<file path="config.mk">
export PLATFORM = sky130hd
export DESIGN_NAME = dcache_controller
export DESIGN_NICKNAME = d
export VERILOG_FILES = /design/src/rtl/dcache_pkg.sv /design/src/rtl/dcache_word_merge.sv /design/src/rtl/dcache_controller.sv
export SDC_FILE = /design/constraint.sdc
export NUM_CORES = 2
export LEC_CHECK = 0
export CAP_MARGIN = 0
export CORE_AREA = 2 2 476 478
export CTS_BUF_LIST = sky130_fd_sc_hd__clkbuf_4
export DETAILED_ROUTE_END_ITERATION = 10
export DIE_AREA = 0 0 478 480
export GPL_TIMING_DRIVEN = 0
export MAX_ROUTING_LAYER = met4
export PLACE_DENSITY = 0.36
export SLEW_MARGIN = 20
export SYNTH_ARGS = -nofsm -noshare
export SYNTH_HDL_FRONTEND = slang
export SYNTH_HIERARCHICAL = 1
export SYNTH_SLANG_ARGS = --single-unit
</file>
<file path="constraint.sdc">
create_clock -name clk_i -period 3.7 [get_ports clk_i]
set_input_delay 0.37 -clock clk_i [delete_from_list [all_inputs] [get_ports clk_i]]
set_output_delay 0.37 -clock clk_i [all_outputs]
set_load 0.02 [all_outputs]
</file>
<file path="src/rtl/dcache_pkg.sv">
// Shared field widths, tag layout and FSM states
// for the blocking write-back data-cache controller.
package dcache_pkg;

  localparam int TAG_W  = 23;
  localparam int IDX_W  = 4;
  localparam int LINE_W = 256;

  localparam int VALID = 24;
  localparam int DIRTY = 23;

  typedef enum logic [2:0] {
    IDLE,
    MISS,
    WRITEBACK,
    READMISS,
    READMISSOK
  } state_e;

  function automatic logic [31:0] line_addr(
    input logic [TAG_W-1:0] tag,
    input logic [IDX_W-1:0] idx
  );
    return {tag, idx, 5'b0};
  endfunction

endpackage

</file>
<file path="src/rtl/dcache_word_merge.sv">
// Extracts one 32-bit word from a cache line and
// builds the same line with that word replaced.
module dcache_word_merge
  import dcache_pkg::*;
(
  input  logic [LINE_W-1:0] line_i,
  input  logic [2:0]        sel_i,
  input  logic [31:0]       word_i,
  output logic [31:0]       word_o,
  output logic [LINE_W-1:0] line_o
);

  assign word_o = line_i[32*sel_i +: 32];

  always_comb begin
    line_o = line_i;
    line_o[32*sel_i +: 32] = word_i;
  end

endmodule

</file>
<file path="src/rtl/dcache_controller.sv">
// Blocking write-back controller between the CPU memory
// stage, the 2-way cache SRAM and the 256-bit memory port.
module dcache_controller
  import dcache_pkg::*;
#(
  parameter int MEM_LAT_MAX = 1023
) (
  input  logic              clk_i,
  input  logic              rst_i,
  input  logic [31:0]       cpu_addr_i,
  input  logic [31:0]       cpu_data_i,
  input  logic              cpu_MemRead_i,
  input  logic              cpu_MemWrite_i,
  output logic [31:0]       cpu_data_o,
  output logic              cpu_stall_o,
  output logic [3:0]        sram_addr_o,
  output logic [24:0]       sram_tag_o,
  output logic [LINE_W-1:0] sram_data_o,
  output logic              sram_enable_o,
  output logic              sram_write_o,
  output logic              sram_write_hit_o,
  input  logic [24:0]       sram_tag_i,
  input  logic [LINE_W-1:0] sram_data_i,
  input  logic              sram_hit_i,
  output logic [31:0]       mem_addr_o,
  output logic [LINE_W-1:0] mem_data_o,
  output logic              mem_enable_o,
  output logic              mem_write_o,
  input  logic [LINE_W-1:0] mem_data_i,
  input  logic              mem_ack_i
);

  state_e              state_q, state_d;
  logic [TAG_W-1:0]    tag_q, tag_d;
  logic [IDX_W-1:0]    idx_q, idx_d;
  logic [24:0]         vic_tag_q, vic_tag_d;
  logic [LINE_W-1:0]   vic_data_q, vic_data_d;
  logic [LINE_W-1:0]   fill_q, fill_d;
  logic                mem_en_q, mem_en_d;
  logic                mem_we_q, mem_we_d;
  logic [31:0]         mem_addr_q, mem_addr_d;
  logic [31:0]         lat_q, lat_d;

  logic                act;
  logic                whit;
  logic [TAG_W-1:0]    cpu_tag;
  logic [IDX_W-1:0]    cpu_idx;
  logic [LINE_W-1:0]   merged;
  logic                unused_addr;

  assign cpu_tag     = cpu_addr_i[31:9];
  assign cpu_idx     = cpu_addr_i[8:5];
  assign unused_addr = ^cpu_addr_i[1:0];

  // Reset abandons the request at once, even mid-cycle.
  assign act  = rst_i & (cpu_MemRead_i | cpu_MemWrite_i);
  assign whit = act & cpu_MemWrite_i & sram_hit_i
              & (state_q == IDLE);

  dcache_word_merge u_merge (
    .line_i (sram_data_i),
    .sel_i  (cpu_addr_i[4:2]),
    .word_i (cpu_data_i),
    .word_o (cpu_data_o),
    .line_o (merged)
  );

  always_comb begin
    state_d    = state_q;
    tag_d      = tag_q;
    idx_d      = idx_q;
    vic_tag_d  = vic_tag_q;
    vic_data_d = vic_data_q;
    fill_d     = fill_q;
    mem_en_d   = mem_en_q;
    mem_we_d   = mem_we_q;
    mem_addr_d = mem_addr_q;
    unique case (state_q)
      IDLE: begin
        if (act & ~sram_hit_i) begin
          state_d    = MISS;
          tag_d      = cpu_tag;
          idx_d      = cpu_idx;
          vic_tag_d  = sram_tag_i;
          vic_data_d = sram_data_i;
        end
      end
      MISS: begin
        mem_en_d = 1'b1;
        if (vic_tag_q[VALID] & vic_tag_q[DIRTY]) begin
          state_d    = WRITEBACK;
          mem_we_d   = 1'b1;
          mem_addr_d = line_addr(vic_tag_q[TAG_W-1:0], idx_q);
        end else begin
          state_d    = READMISS;
          mem_we_d   = 1'b0;
          mem_addr_d = line_addr(tag_q, idx_q);
        end
      end
      WRITEBACK: begin
        if (mem_ack_i) begin
          state_d    = READMISS;
          mem_we_d   = 1'b0;
          mem_addr_d = line_addr(tag_q, idx_q);
        end
      end
      READMISS: begin
        if (mem_ack_i) begin
          state_d    = READMISSOK;
          fill_d     = mem_data_i;
          mem_en_d   = 1'b0;
          mem_addr_d = '0;
        end
      end
      READMISSOK: state_d = IDLE;
      default:    state_d = IDLE;
    endcase
  end

  assign lat_d = (mem_en_q & ~mem_ack_i) ? lat_q + 32'd1 : '0;

  always_ff @(posedge clk_i or negedge rst_i) begin
    if (!rst_i) begin
      state_q    <= IDLE;
      tag_q      <= '0;
      idx_q      <= '0;
      vic_tag_q  <= '0;
      vic_data_q <= '0;
      fill_q     <= '0;
      mem_en_q   <= 1'b0;
      mem_we_q   <= 1'b0;
      mem_addr_q <= '0;
      lat_q      <= '0;
    end else begin
      state_q    <= state_d;
      tag_q      <= tag_d;
      idx_q      <= idx_d;
      vic_tag_q  <= vic_tag_d;
      vic_data_q <= vic_data_d;
      fill_q     <= fill_d;
      mem_en_q   <= mem_en_d;
      mem_we_q   <= mem_we_d;
      mem_addr_q <= mem_addr_d;
      lat_q      <= lat_d;
    end
  end

  assign mem_enable_o = mem_en_q;
  assign mem_write_o  = mem_we_q;
  assign mem_addr_o   = mem_addr_q;
  assign mem_data_o   = mem_we_q ? vic_data_q : '0;

  always_comb begin
    cpu_stall_o      = 1'b0;
    sram_enable_o    = 1'b0;
    sram_write_o     = 1'b0;
    sram_write_hit_o = 1'b0;
    sram_addr_o      = idx_q;
    sram_tag_o       = {2'b00, tag_q};
    sram_data_o      = '0;
    unique case (state_q)
      IDLE: begin
        sram_addr_o      = cpu_idx;
        sram_tag_o       = {whit, whit, cpu_tag};
        sram_enable_o    = act;
        cpu_stall_o      = act & ~sram_hit_i;
        sram_write_o     = whit;
        sram_write_hit_o = whit;
        sram_data_o      = whit ? merged : '0;
      end
      MISS: begin
        sram_enable_o = 1'b1;
        cpu_stall_o   = 1'b1;
      end
      WRITEBACK, READMISS: cpu_stall_o = 1'b1;
      READMISSOK: begin
        sram_enable_o = 1'b1;
        sram_write_o  = 1'b1;
        cpu_stall_o   = 1'b1;
        sram_tag_o    = {2'b10, tag_q};
        sram_data_o   = fill_q;
      end
      default: cpu_stall_o = 1'b0;
    endcase
  end

  a_mem_lat: assert property (
    @(posedge clk_i) disable iff (!rst_i)
    !(mem_en_q && lat_q >= MEM_LAT_MAX)
  );

endmodule

</file>
# Yosys cells after proc, flatten, opt, wreduce, memory -nomap -nowiden
# Index checks and enable logic that the tools add are counted.
# word_totals
output_inout_bits	611
register_bits	601
# op_classes
n_bitwise	8
muxes	23
n_reduce_logical	12
n_eq_ne	7
addsub	1
shift	3
# ops
op	n
$mux 256	2
$pmux 256 s2	1
$bwmux 256	1
$shift 32x34->256 const A	1
$shiftx 256x9->32	1
$shiftx 32x34->256	1
$mux 32	3
$pmux 32 s3	1
$pmux 25 s2	1
$neg 8->34	1
$pmux 3 s4	1
$pmux 1 s2	5
$mux 3	3
$reduce_and 2->1	4
$and 1x1->1	6
$eq 3x2->1 const B	2
$reduce_and 3->1	2
$mux 1	4
$mux 4	1
$ne 2x2->1 const B	2
$reduce_bool 2->1	2
$reduce_or 4->1	1
$eq 3x1->1 const B	1
$eq 3x3->1 const B	1
other kinds (6)	6

# Longest topological paths before layout
# logic_depth
ltp_word	7
mapped_depth	13
mapped_depth_nobuf	8

# Hierarchy
# Netlist, hierarchy kept.
# by_module_without_submodules
module	n_inst	seq_area_each_um2	cells_per_inst	area_per_inst_um2
dcache_controller	1	14914.3	2081	27684.1
dcache_word_merge	1	0.0	701	6513.7

# Worst setup path after synthesis
# No wires, ideal clock.
# synth_timing
path_kind	input to output
from	input cpu_addr_i[2]
to	output sram_data_o[137]
path_buffers	5
path_slack_ps	407
arrival_ps	2923
cell_stages	13
path_cell_list	buf_6 buf_6 buf_4 inv_1 ha_1 ha_1 buf_4 nand2b_1 nor4_4 buf_6 mux2i_1 nand2_1 o21ai_0
# synth_via
elab_chain_len	5
elab_cells_between_ends	6
cone_classes	add/sub (1); shift (2); mux (3)
# synth_lines
element	line	source
start, declared	dcache_controller.sv:10	input logic [31:0] cpu_addr_i,
$neg 8->34 (*)	dcache_word_merge.sv:17	line_o[32*sel_i +: 32] = word_i;
$shiftx 32x34->256 or $shift 32x34->256 (tied branches)	dcache_word_merge.sv:17	
$bwmux 256 (*)	dcache_word_merge.sv:17	
named net merged[137]	dcache_controller.sv:48	logic [LINE_W-1:0] merged;
$mux 256 (*)	dcache_controller.sv:169	sram_data_o = whit ? merged : '0;
$pmux 256 s2 (*)	dcache_controller.sv:161	unique case (state_q)
end, declared	dcache_controller.sv:18	output logic [LINE_W-1:0] sram_data_o,
# The timed path passes the listed nets; every way through them passes the cells marked *.

# Final worst setup path
# layout_timing
from	register state_q[2]
to	output sram_data_o[68]
# layout_via
elab_chain_len	4
elab_cells_between_ends	5
cone_classes	eq/ne (1); mux (2); bitwise (1); reduce/logical (1)
# layout_lines
element	line	source
start, declared	dcache_controller.sv:33	state_e state_q, state_d;
start signal, assigned	dcache_controller.sv:135	state_q <= state_d;
$logic_not 3->1	dcache_controller.sv:58, dcache_controller.sv:161	
$and 1x1->1	dcache_controller.sv:58	& (state_q == IDLE);
$mux 256	dcache_controller.sv:169	
$pmux 256 s2 (*)	dcache_controller.sv:161	
# Mark *: on every way between the ends. The rest lies on a longest branch, timed or not.

==> results.sh <==
export IMPL_outcome="finished, final reports clean"
export IMPL_timing_critical_path_arrival_ps=3300
export IMPL_boundaryPins=1218
export IMPL_synthTopCellsByArea="sky130_fd_sc_hd__dfrtp_1, sky130_fd_sc_hd__mux2_2, sky130_fd_sc_hd__mux2_1"
export IMPL_min_delay_path_class="input port to register"
export IMPL_grt_pass1_vias=36640
export IMPL_final_net_count=5531
export IMPL_peakVddDrop_mv=0.3535
export IMPL_postRouteAntennaNets=0
export IMPL_synth_largest_area_cell="sky130_fd_sc_hd__dfrtp_1"
export IMPL_detail_route_drc_violations=0
export IMPL_ys_seq_area_share_pct=43.61
export IMPL_most_common_library_cell_in_the_layout_ignoring_fill_and_taps="sky130_fd_sc_hd__clkdlybuf4s50_1"
export IMPL_crit_path_top_delay_cell="sky130_fd_sc_hd__dfrtp_2"
export IMPL_yosysTopAreaCellShare_pct=43.61
export IMPL_cts_buffers=200
export IMPL_synth_lib_cells_used_distinct=51
export IMPL_global_route_usage_total_pct=27.14
export IMPL_avgSynthCellArea_um2=12.29
export IMPL_worstPathRequired_ps=3330
export IMPL_final_min_period_over_clock_period_pct=99.31
export IMPL_routedWlPerCell_um=38.63
export IMPL_finalClockSkew_ps=79.45
export IMPL_vias=34940
export IMPL_total_power_mw=39.59
export IMPL_synthCells=2782
export IMPL_cp_buffers_inverters=8
export IMPL_maxClockFrequency_ghz=0.2722
export IMPL_synth_warning_count=6
export IMPL_synth_async_reset_ratio_pct=100.0
export IMPL_drive_gt1_share_pct=38.31
export IMPL_dieWidth_um=478
export IMPL_timing_critical_path_cells="nor3_4 -> nand4_1 -> buf_6 -> clkinv_8 -> buf_6 -> buf_16 -> buf_12 -> buf_12 -> buf_6 -> a32o_2 -> buf_6"
export IMPL_totalNegativeSetupSlack_ps=0
export IMPL_tightest_slew_ps=1245
export IMPL_area_growth_pct=84.65
export IMPL_grt_overflow=0
export IMPL_start_kind="register"
export IMPL_ctsRootBufferMaster="sky130_fd_sc_hd__clkbuf_4"
export IMPL_cts_tree="built"
export IMPL_core_region_area_mm2=0.2240
export IMPL_final_hold_viols=0
export IMPL_clock_sinks=596
export IMPL_grt_antenna_before_repair=125
export IMPL_maxSlewViolCount=0
export IMPL_path_clk_slew_ps=60
export IMPL_drt_first_pass_iters=5
export IMPL_starting_utilization_of_the_core_area_pct=15.27
export IMPL_final_cell_mix="sky130_fd_sc_hd__clkdlybuf4s50_1, sky130_fd_sc_hd__dfrtp_1, sky130_fd_sc_hd__dlygate4sd3_1"
export IMPL_category_of_the_most_critical_setup_path="register to output pin"
export IMPL_placement_rows=174
export IMPL_die_h_um=480
export IMPL_ys_dominant_reg_cell="sky130_fd_sc_hd__dfrtp_1"
export IMPL_vias_per_cell=4.312
export IMPL_slew_headroom_pct=16.73
export IMPL_crit_path_end_kind="output pin"
export IMPL_critical_path_max_stage_delay_ps=450
export IMPL_worstSkewPairLatency_ps=1320
export IMPL_number_of_drc_markers_in_iteration_0=2332
export IMPL_gp_congestion=0.9341
export IMPL_post_route_min_period_ps=3674
export IMPL_final_setup_viol_count=0
export IMPL_pwr_cell_area_mw_per_mm2=626.9
export IMPL_leakagePower_nw=27.57
export IMPL_critical_path_most_common_cell="sky130_fd_sc_hd__buf_6"
export IMPL_synth_area_mm2=0.03420
export IMPL_fillCellCount=23540
export IMPL_routed_wirelength_um=313000
export IMPL_hpwl_um=251600
export IMPL_io_buffers=1210
export IMPL_clk_path_buf_depth=3
export IMPL_design_die_area_mm2=0.2294
export IMPL_grt_max_degree=80
export IMPL_ys_seq_elements=596
export IMPL_critPathTopFamily="buffers and inverters"
export IMPL_synth_edff_count=0
export IMPL_drv_cap=0
export IMPL_crit_path_max_fanout=9
export IMPL_grt_first_pass_wirelength_um=393100
export IMPL_grt_setup_unrepaired="yes"
export IMPL_htree_levels=4
[report_power, final]
group          internal [mW]  total, mW  switching [mW]  leakage (nW)
combinational           9.33       20.5            11.2          19.0
sequential              9.81       11.7            1.91          7.15
clock                   3.62       7.34            3.72          1.42
total                   22.8       39.6            16.8          27.6
[sequential cells by signal, indices dropped and copies added, names as in the netlist]
register,count
mem_addr_o,27
fill_q,256
vic_tag_q,25
idx_q,4
state_q,3
tag_q,23
mem_write_o,1
vic_data_q,256
mem_enable_o,1
[logic make-up after synthesis]
group	count (synthesis)	share of synthesized area, %
multiplexers	910	32.61
AND/OR/NAND/NOR	611	9.568
flip-flops	596	43.61
AO/OA/AOI/OAI	345	8.957
buffers and inverters	312	4.998
adder cells (fa/ha/maj)	6	0.2195
other	1	0.01097
XOR/XNOR	1	0.02562
[stage by stage]
stage                     setup WS [ps]  cell area (um^2)  hold slack, ps  instances  utilization, %
final                             25.57             63150           112.5       8102           28.19
after global routing             -166.6             63090          -20.11       8079           28.16
after CTS                        -197.7             62250          -677.9       8007           27.79
after detailed placement          -2681             50550           237.8       7005           22.56
after global placement           -33730             50070           459.3       6988           22.35
after floorplan                   407.4             34210           74.41       2786               -
[final timing paths]
check	slack, ps	cells after the start	to	startpoint
min in group asynchronous	500	13	fill_q[83]$_DFFE_PN0P_	rst_i
min	110	2	vic_data_q[223]$_DFFE_PN0P_	sram_data_i[223]
min reg2reg	480	1	vic_data_q[128]$_DFFE_PN0P_	vic_data_q[128]$_DFFE_PN0P_
max reg2reg	600	6	fill_q[71]$_DFFE_PN0P_	state_q[2]$_DFFE_PN0P_
max in group asynchronous	1030	14	tag_q[5]$_DFFE_PN0P_	rst_i
max	30	11	sram_data_o[68]	state_q[2]$_DFFE_PN0P_
[synthesized netlist by cell type, types with 15 or more instances]
cell type,instances
sky130_fd_sc_hd__mux2i_1,33
sky130_fd_sc_hd__buf_4,15
sky130_fd_sc_hd__o21ai_0,22
sky130_fd_sc_hd__nand2_1,184
sky130_fd_sc_hd__dfrtp_1,596
sky130_fd_sc_hd__a32o_1,237
sky130_fd_sc_hd__buf_1,17
sky130_fd_sc_hd__mux2_4,60
sky130_fd_sc_hd__buf_6,36
sky130_fd_sc_hd__buf_2,91
sky130_fd_sc_hd__mux4_2,64
sky130_fd_sc_hd__clkbuf_1,108
sky130_fd_sc_hd__a21oi_1,26
sky130_fd_sc_hd__and2_1,290
sky130_fd_sc_hd__mux2_1,221
sky130_fd_sc_hd__inv_1,39
sky130_fd_sc_hd__nor2_1,66
sky130_fd_sc_hd__mux2_2,532
sky130_fd_sc_hd__o211ai_1,24
sky130_fd_sc_hd__a31oi_1,23
sky130_fd_sc_hd__nand3_1,44
[repair_timing]
action,4_1_cts,5_1_grt
resized for setup,2466,234
pin swaps,44,38
hold buffers,565,12
gates cloned,28,7
buffers inserted,94,22
endpoints found under the hold margin,976,75
setup endpoints to repair,577,258
[routing by layer]
layer | track usage (%) | routed length, um | vias to the layer above
met2 | 44.91 | 150300 | 1670
met5 | - | 0 | -
met3 | 7.197 | 23080 | 390
li1 | - | - | 14780
met1 | 32.96 | 131900 | 18100
met4 | 5.859 | 7648 | 0
[layout make-up]
cell class	instances	area, um^2	area share [%]
Clock buffer	290	2177	3.448
Multi-Input combinational cell	1878	18270	28.94
Antenna cell	75	187.7	0.2972
Tap cell	2992	3744	5.929
Clock inverter	29	227.7	0.3606
Inverter	39	158.9	0.2516
Buffer	256	2775	4.395
Sequential cell	596	14920	23.63
Timing Repair Buffer	1947	20680	32.75
Note: power is estimated with default switching activity, not from simulation.
